### config.mk
export PLATFORM = sky130hd
export DESIGN_NAME = uart_cmd_ctrl
export DESIGN_NICKNAME = d
export VERILOG_FILES = /design/src/rtl/uart_cmd_pkg.sv /design/src/rtl/uart_cmd_timeout.sv /design/src/rtl/uart_cmd_ctrl.sv
export SDC_FILE = /design/constraint.sdc
export NUM_CORES = 1
export LEC_CHECK = 0
export ABC_AREA = 1
export CORE_ASPECT_RATIO = 1.5
export CORE_MARGIN = 1
export CORE_UTILIZATION = 50
export CTS_CLUSTER_DIAMETER = 50
export DETAILED_ROUTE_END_ITERATION = 10
export PLACE_DENSITY = 0.74
export SYNTH_ARGS = -nofsm -noshare
export SYNTH_HDL_FRONTEND = slang
export SYNTH_HIERARCHICAL = 1
export SYNTH_SLANG_ARGS = --single-unit
### constraint.sdc
create_clock -name clk -period 3.6 [get_ports clk]
set_clock_uncertainty 0.2 [all_clocks]
set_input_delay 0.9 -clock clk [delete_from_list [all_inputs] [get_ports clk]]
set_output_delay 0.9 -clock clk [all_outputs]
set_load 0.03 [all_outputs]
### src/rtl/uart_cmd_pkg.sv
// Shared constants and types for the UART command controller.
//   Opcodes     : OP_WRITE, OP_READ, OP_PING
//   Responses   : RSP_ACK, RSP_PONG, RSP_ERR
//   FSM states  : state_t
package uart_cmd_pkg;

   localparam int unsigned BYTE_W = 8;

   localparam logic [BYTE_W-1:0] OP_WRITE = 8'h01;
   localparam logic [BYTE_W-1:0] OP_READ  = 8'h02;
   localparam logic [BYTE_W-1:0] OP_PING  = 8'h03;

   localparam logic [BYTE_W-1:0] RSP_ACK  = 8'hA5;
   localparam logic [BYTE_W-1:0] RSP_PONG = 8'h5A;
   localparam logic [BYTE_W-1:0] RSP_ERR  = 8'hEE;

   typedef enum logic [2:0] {
      ST_IDLE      = 3'd0,
      ST_GET_ADDR  = 3'd1,
      ST_GET_DATA  = 3'd2,
      ST_EXEC      = 3'd3,
      ST_READ_WAIT = 3'd4,
      ST_SEND      = 3'd5,
      ST_HOLD      = 3'd6
   } state_t;

endpackage

### src/rtl/uart_cmd_timeout.sv
// Saturating inter-byte timeout counter.
//   clk, rst_n : clock, synchronous active-low reset
//   clr        : zero the count (takes priority over en)
//   en         : count one clock
//   expire_c   : combinational, high while enabled and the count sits at TIMEOUT_CYCLES-1
module uart_cmd_timeout #(
   parameter int unsigned TIMEOUT_CYCLES = 500000
) (
   input  logic clk,
   input  logic rst_n,
   input  logic clr,
   input  logic en,
   output logic expire_c
);

   localparam int unsigned CNT_W = (TIMEOUT_CYCLES > 1) ? $clog2(TIMEOUT_CYCLES) : 1;
   localparam logic [CNT_W-1:0] CNT_MAX = CNT_W'(TIMEOUT_CYCLES - 1);

   logic [CNT_W-1:0] cnt;

   // Count up to CNT_MAX and stick there; never wraps.
   always_ff @(posedge clk) begin
      if (!rst_n) begin
         cnt <= '0;
      end else if (clr) begin
         cnt <= '0;
      end else if (en && (cnt != CNT_MAX)) begin
         cnt <= cnt + CNT_W'(1);
      end
   end

   assign expire_c = en && (cnt == CNT_MAX);

endmodule

### src/rtl/uart_cmd_ctrl.sv
// Byte-level command controller between UART RX/TX and a register bus.
// Parses WRITE(01 addr data) / READ(02 addr) / PING(03) frames, does one bus
// access and answers with a single byte.
//   clk, nRst          : clock, synchronous active-low reset
//   rx_valid, rx_data  : received byte strobe and value
//   tx_busy            : transmitter busy
//   tx_start, tx_data  : transmit request pulse and byte
//   reg_addr/wdata/we/re, reg_rdata : register bus (rdata one cycle after re)
//   err_overrun        : sticky, byte dropped while not accepting
module uart_cmd_ctrl
   import uart_cmd_pkg::*;
#(
   parameter int unsigned TIMEOUT_CYCLES = 500000
) (
   input  logic              clk,
   input  logic              nRst,
   input  logic              rx_valid,
   input  logic [BYTE_W-1:0] rx_data,
   input  logic              tx_busy,
   output logic              tx_start,
   output logic [BYTE_W-1:0] tx_data,
   output logic [BYTE_W-1:0] reg_addr,
   output logic [BYTE_W-1:0] reg_wdata,
   output logic              reg_we,
   output logic              reg_re,
   input  logic [BYTE_W-1:0] reg_rdata,
   output logic              err_overrun
);

   state_t            state, state_nxt;
   logic [BYTE_W-1:0] op, op_nxt;
   logic [BYTE_W-1:0] rsp, rsp_nxt;
   logic [BYTE_W-1:0] tx_data_nxt, addr_nxt, wdata_nxt;
   logic              tx_start_nxt, we_nxt, re_nxt, overrun_nxt;

   logic              go_send;
   logic [BYTE_W-1:0] rsp_val;
   logic              tmo_clr, tmo_en, tmo_expire_c;

   uart_cmd_timeout #(
      .TIMEOUT_CYCLES (TIMEOUT_CYCLES)
   ) u_timeout (
      .clk      (clk),
      .rst_n    (nRst),
      .clr      (tmo_clr),
      .en       (tmo_en),
      .expire_c (tmo_expire_c)
   );

   // State and output registers.
   always_ff @(posedge clk) begin
      if (!nRst) begin
         state       <= ST_IDLE;
         op          <= '0;
         rsp         <= '0;
         tx_start    <= 1'b0;
         tx_data     <= '0;
         reg_addr    <= '0;
         reg_wdata   <= '0;
         reg_we      <= 1'b0;
         reg_re      <= 1'b0;
         err_overrun <= 1'b0;
      end else begin
         state       <= state_nxt;
         op          <= op_nxt;
         rsp         <= rsp_nxt;
         tx_start    <= tx_start_nxt;
         tx_data     <= tx_data_nxt;
         reg_addr    <= addr_nxt;
         reg_wdata   <= wdata_nxt;
         reg_we      <= we_nxt;
         reg_re      <= re_nxt;
         err_overrun <= overrun_nxt;
      end
   end

   // Next-state and next-output logic. Strobes are computed one state early so
   // the registered pulse lines up with the cycle the FSM is in EXEC / HOLD.
   always_comb begin
      state_nxt    = state;
      op_nxt       = op;
      rsp_nxt      = rsp;
      tx_start_nxt = 1'b0;
      tx_data_nxt  = tx_data;
      addr_nxt     = reg_addr;
      wdata_nxt    = reg_wdata;
      we_nxt       = 1'b0;
      re_nxt       = 1'b0;
      overrun_nxt  = err_overrun;
      go_send      = 1'b0;
      rsp_val      = '0;
      tmo_en       = 1'b0;
      tmo_clr      = 1'b1;

      case (state)
         ST_IDLE: begin
            if (rx_valid) begin
               op_nxt = rx_data;
               case (rx_data)
                  OP_WRITE, OP_READ: state_nxt = ST_GET_ADDR;
                  OP_PING: begin
                     go_send = 1'b1;
                     rsp_val = RSP_PONG;
                  end
                  default: begin
                     go_send = 1'b1;
                     rsp_val = RSP_ERR;
                  end
               endcase
            end
         end
         ST_GET_ADDR: begin
            tmo_en = 1'b1;
            if (rx_valid) begin
               addr_nxt = rx_data;
               if (op == OP_WRITE) begin
                  state_nxt = ST_GET_DATA;
               end else begin
                  re_nxt    = 1'b1;
                  state_nxt = ST_EXEC;
               end
            end else if (tmo_expire_c) begin
               state_nxt = ST_IDLE;
            end
         end
         ST_GET_DATA: begin
            tmo_en = 1'b1;
            if (rx_valid) begin
               wdata_nxt = rx_data;
               we_nxt    = 1'b1;
               state_nxt = ST_EXEC;
            end else if (tmo_expire_c) begin
               state_nxt = ST_IDLE;
            end
         end
         ST_EXEC: begin
            if (op == OP_WRITE) begin
               go_send = 1'b1;
               rsp_val = RSP_ACK;
            end else begin
               state_nxt = ST_READ_WAIT;
            end
         end
         ST_READ_WAIT: begin
            go_send = 1'b1;
            rsp_val = reg_rdata;
         end
         ST_SEND: begin
            if (!tx_busy) begin
               tx_start_nxt = 1'b1;
               tx_data_nxt  = rsp;
               state_nxt    = ST_HOLD;
            end
         end
         ST_HOLD: state_nxt = ST_IDLE;
         default: state_nxt = ST_IDLE;
      endcase

      // Fire immediately when the transmitter is free, otherwise park in SEND.
      // tx_data only changes together with tx_start.
      if (go_send) begin
         if (!tx_busy) begin
            tx_start_nxt = 1'b1;
            tx_data_nxt  = rsp_val;
            state_nxt    = ST_HOLD;
         end else begin
            rsp_nxt   = rsp_val;
            state_nxt = ST_SEND;
         end
      end

      // Bytes outside the parsing states are dropped and flagged.
      if (rx_valid && (state inside {ST_EXEC, ST_READ_WAIT, ST_SEND, ST_HOLD})) begin
         overrun_nxt = 1'b1;
      end

      // Restart the timeout on every accepted byte and whenever parsing stops.
      tmo_clr = rx_valid || !(state_nxt inside {ST_GET_ADDR, ST_GET_DATA});
   end

endmodule

==> summary.txt <==
Drt
  – Met3 wire length: 237 um
  – Met2 wire length: 4310 um
  – WL/cell: 12.8 um
  – Antenna viol nets, final: 0
  – Uppermost layer routed: met4
  – Routed wire length: 8070 um
  – Detailed Routing Iterations Pass 1: 4
  – 1st-iter DRT viols: 163
  – Via count: 3270
  – DR DRC count: 0
  – Wl on met1: 3300 um
  – Vias per inst: 5.18

STA
  – Slew Limit Fails: 0
  – Setup TNS: 0 ns
  – Max Clock Freq: 334 MHz
  – RSZ-0062 raised after global routing: no
  – Post-layout minimum cycle time: 2.99 ns
  – Final period util: 83.2%
  – Final number of setup-violating endpoints: 0
  – Final Hold Vio Count: 0
  – Worst-Margin Slew: 0.676 ns
  – Slew HR: 54.8%

Yosys
  – Post-Syn Area per Cell: 6.80 sq um
  – Sequential fraction of the synthesis area: 39.0%
  – Top cells by count, synth: nand2_1 (134), nor2_1 (84), dfxtp_1 (66)
  – Syn Nets: 519
  – Synthesized netlist cell count: 498
  – Post-synthesis register bit count: 66
  – Synth unique cells: 32
  – Post-synthesis async set-or-reset flop share: 0%
  – Top cell type's share of synthesized area: 39.0%
  – Synth area leader: dfxtp_1
  – EDFF count, synth: 0
  – Largest cells by area after synthesis: dfxtp_1 (39%), nand2_1 (15%), nor2_1 (9.3%), a21oi_1 (5.5%), nand3_1 (4.4%)
  – Yosys warns: 6
  – Top FF cell, synth: dfxtp_1
  – Most common cell in the netlist: nand2_1
  – Synth Cell Area: 3380 sq um

Global routing
  – First-pass GRT wire length: 14000 um
  – Antenna violations before repair: 0
  – Total congestion overflow: 0
  – Number of global-route vias before repair: 3281
  – Largest net degree at the start of global routing: 29
  – Total GRT Usage: 24.4%

Power and ir drop
  – Leak: 0.00157 uW
  – Logic gate share of total power: 30.5%
  – Sequential fraction of design power: 40.7%
  – VDD IR max: 0.000370 V
  – Psw: 775 uW
  – Clock network power share: 28.8%
  – Switching share of power: 36.1%
  – Cell Int Power: 1370 uW
  – Pwr dens: 521 nW/um^2

Critical path
  – CP max stage cell: clkdlybuf4s50_1
  – CP arrival: 2.99 ns
  – CP Launch Type: input pin
  – Critical Path RT: 3.60 ns
  – Crit. End Element: flip-flop
  – Worst flop-to-flop path startpoint: state[0]
  – FF-to-FF path depth: 16
  – Crit-path max FO: 15
  – Crit path cell chain: clkdlybuf4s50_1, nor2_1, nand3_1, o21bai_1, nand3_2, a21oi_1, nand3_1, nand2_1, nor2_1, inv_1, a21oi_1
  – Flop2flop setup slack: 0.71 ns
  – Critical path class: in2reg
  – Crit-path max cell delay: 0.49 ns
  – RR Endpoint: u_timeout/cnt[8]

Place
  – Hpwl dp: 5950 um
  – Gpl congestion: 0.880
  – Post-DP Area: 3920 sq um
  – Number of buffers added on ports: 47

CTS
  – # hold bufs at CTS: 0
  – Clock Tree Buf Depth: 2
  – Clk_lat worst skew: 0.34 ns
  – CTS tree: yes
  – Number of CTS-inserted buffers: 9
  – Post_cts resized: 0
  – CTS root buffer: clkbuf_8
  – Number of post-CTS setup repair buffers: 0
  – H-tree Lvls: 3
  – Register clock-pin slew on the reported worst setup and hold paths: 0.07 ns
  – Clock Sinks: 66

Status
  – Status: completed

Floorplan
  – Initial core utilization: 51.8%
  – DIE HEIGHT: 103 um
  – Die W: 69.2 um
  – Io pins: 48
  – DIE AREA: 7110 sq um
  – Site Rows: 36
  – Floorplan core area: 6530 sq um

Job
  – Number of max-cap violations: 0

Finish
  – Antenna Cells: 0
  – Share of post-route cells with drive strength above 1: 11.9%
  – Fin nets: 571
  – P&R area growth vs syn: 21.7%
  – Final Cell Area: 4120 sq um

Hold path
  – Worst Hold Depth: 2
  – Hold wc startpoint: err_overrun
  – Hold Crit Class: reg2reg
  – Worst hold endpoint: err_overrun
sequential cells by signal (all words and copies together) (netlist names):
| register | cells |
|---|---|
| u_timeout/cnt | 19 |
| op | 8 |
| reg_addr | 8 |
| reg_wdata | 8 |
| rsp | 8 |
| tx_data | 8 |
| state | 3 |
| err_overrun | 1 |
| reg_re | 1 |
| reg_we | 1 |
| tx_start | 1 |
kinds of logic (layout without fill, tap and decap cells):
family	Yosys count	after routing	synth area share, %
compound gates	74	74	12.1
simple gates	288	288	38.0
xor+xnor	11	11	2.85
fa+ha+maj	1	1	0.370
buf+inv	58	115	7.58
flops	66	66	39.0
area by class of cell:
| cell class | instances | area (sq um) |
|---|---|---|
| Clock buffer | 10 | 128 |
| Fill cell | 605 | 2410 |
| Timing Repair Buffer | 56 | 538 |
| Sequential cell | 66 | 1320 |
| Tap cell | 76 | 95.1 |
| Inverter | 43 | 161 |
| Clock inverter | 6 | 67.6 |
| Multi-Input combinational cell | 374 | 1810 |
critical path: cells and delay by family:
kind            cells  cell delay, ns
buf+inv             2            0.98
compound gates      3            0.47
simple gates        6            0.64
metal layers:
layer / GRT usage [%] / vias to the layer above
met5: 0 / -
met2: 45.6 / 53
met3: 4.50 / 19
li1: - / 1692
met1: 26.5 / 1506
met4: 11.6 / 0
how the worst max path moves through the flow:
stage	startpoint	slack, ns	cells after the start	endpoint
4_1_cts	rx_data[5]	0.63	12	u_timeout/cnt[8]
5_1_grt	rx_data[3]	0.29	12	u_timeout/cnt[8]
6_report	rx_data[5]	0.61	11	u_timeout/cnt[8]
3_5_place_dp	rx_data[5]	0.26	11	u_timeout/cnt[8]
3_3_place_gp	rx_data[2]	0.30	11	u_timeout/cnt[6]
2_1_floorplan	rx_valid	0.80	14	u_timeout/cnt[10]
metrics by stage:
stage	total power (uW)	hold slack (ns)	setup WS (ns)	cells	util [%]
after floorplan	1360	0.230	0.804	498	-
after global placement	1530	0.248	0.299	615	60.1
after detailed placement	1540	0.242	0.256	615	60.1
after CTS	2170	0.254	0.633	631	63.0
after global routing	2280	0.278	0.285	631	63.0
final	2150	0.253	0.606	631	63.0
power by group through the flow:
stage | clock (uW) | sequential, uW | combinational (uW)
6_report | 617 | 873 | 654
5_1_grt | 668 | 885 | 730
4_1_cts | 636 | 873 | 658
3_5_place_dp | 0 | 890 | 654
3_3_place_gp | 0 | 886 | 645
2_1_floorplan | 0 | 951 | 411
cell usage in the layout, fill, tap and decap left out, types with 3 or more instances in the layout:
master           netlist  final
nand3_2                6      6
nand2_1              134    134
nor3_1                 3      3
a21oi_1               37     37
nor2_1                84     84
a21oi_2               10     10
inv_2                  6      6
nor2_2                 5      5
nand4_1                5      5
clkdlybuf4s50_1        0     47
o21ai_0               26     26
nor3_2                 4      4
nand3b_1               4      4
xor2_1                10     10
nand3_1               30     30
nand2_2                4      4
dfxtp_1               66     66
clkbuf_8               0      9
buf_4                  2      9
inv_1                 35     35
(Power assumes the default switching activity.)
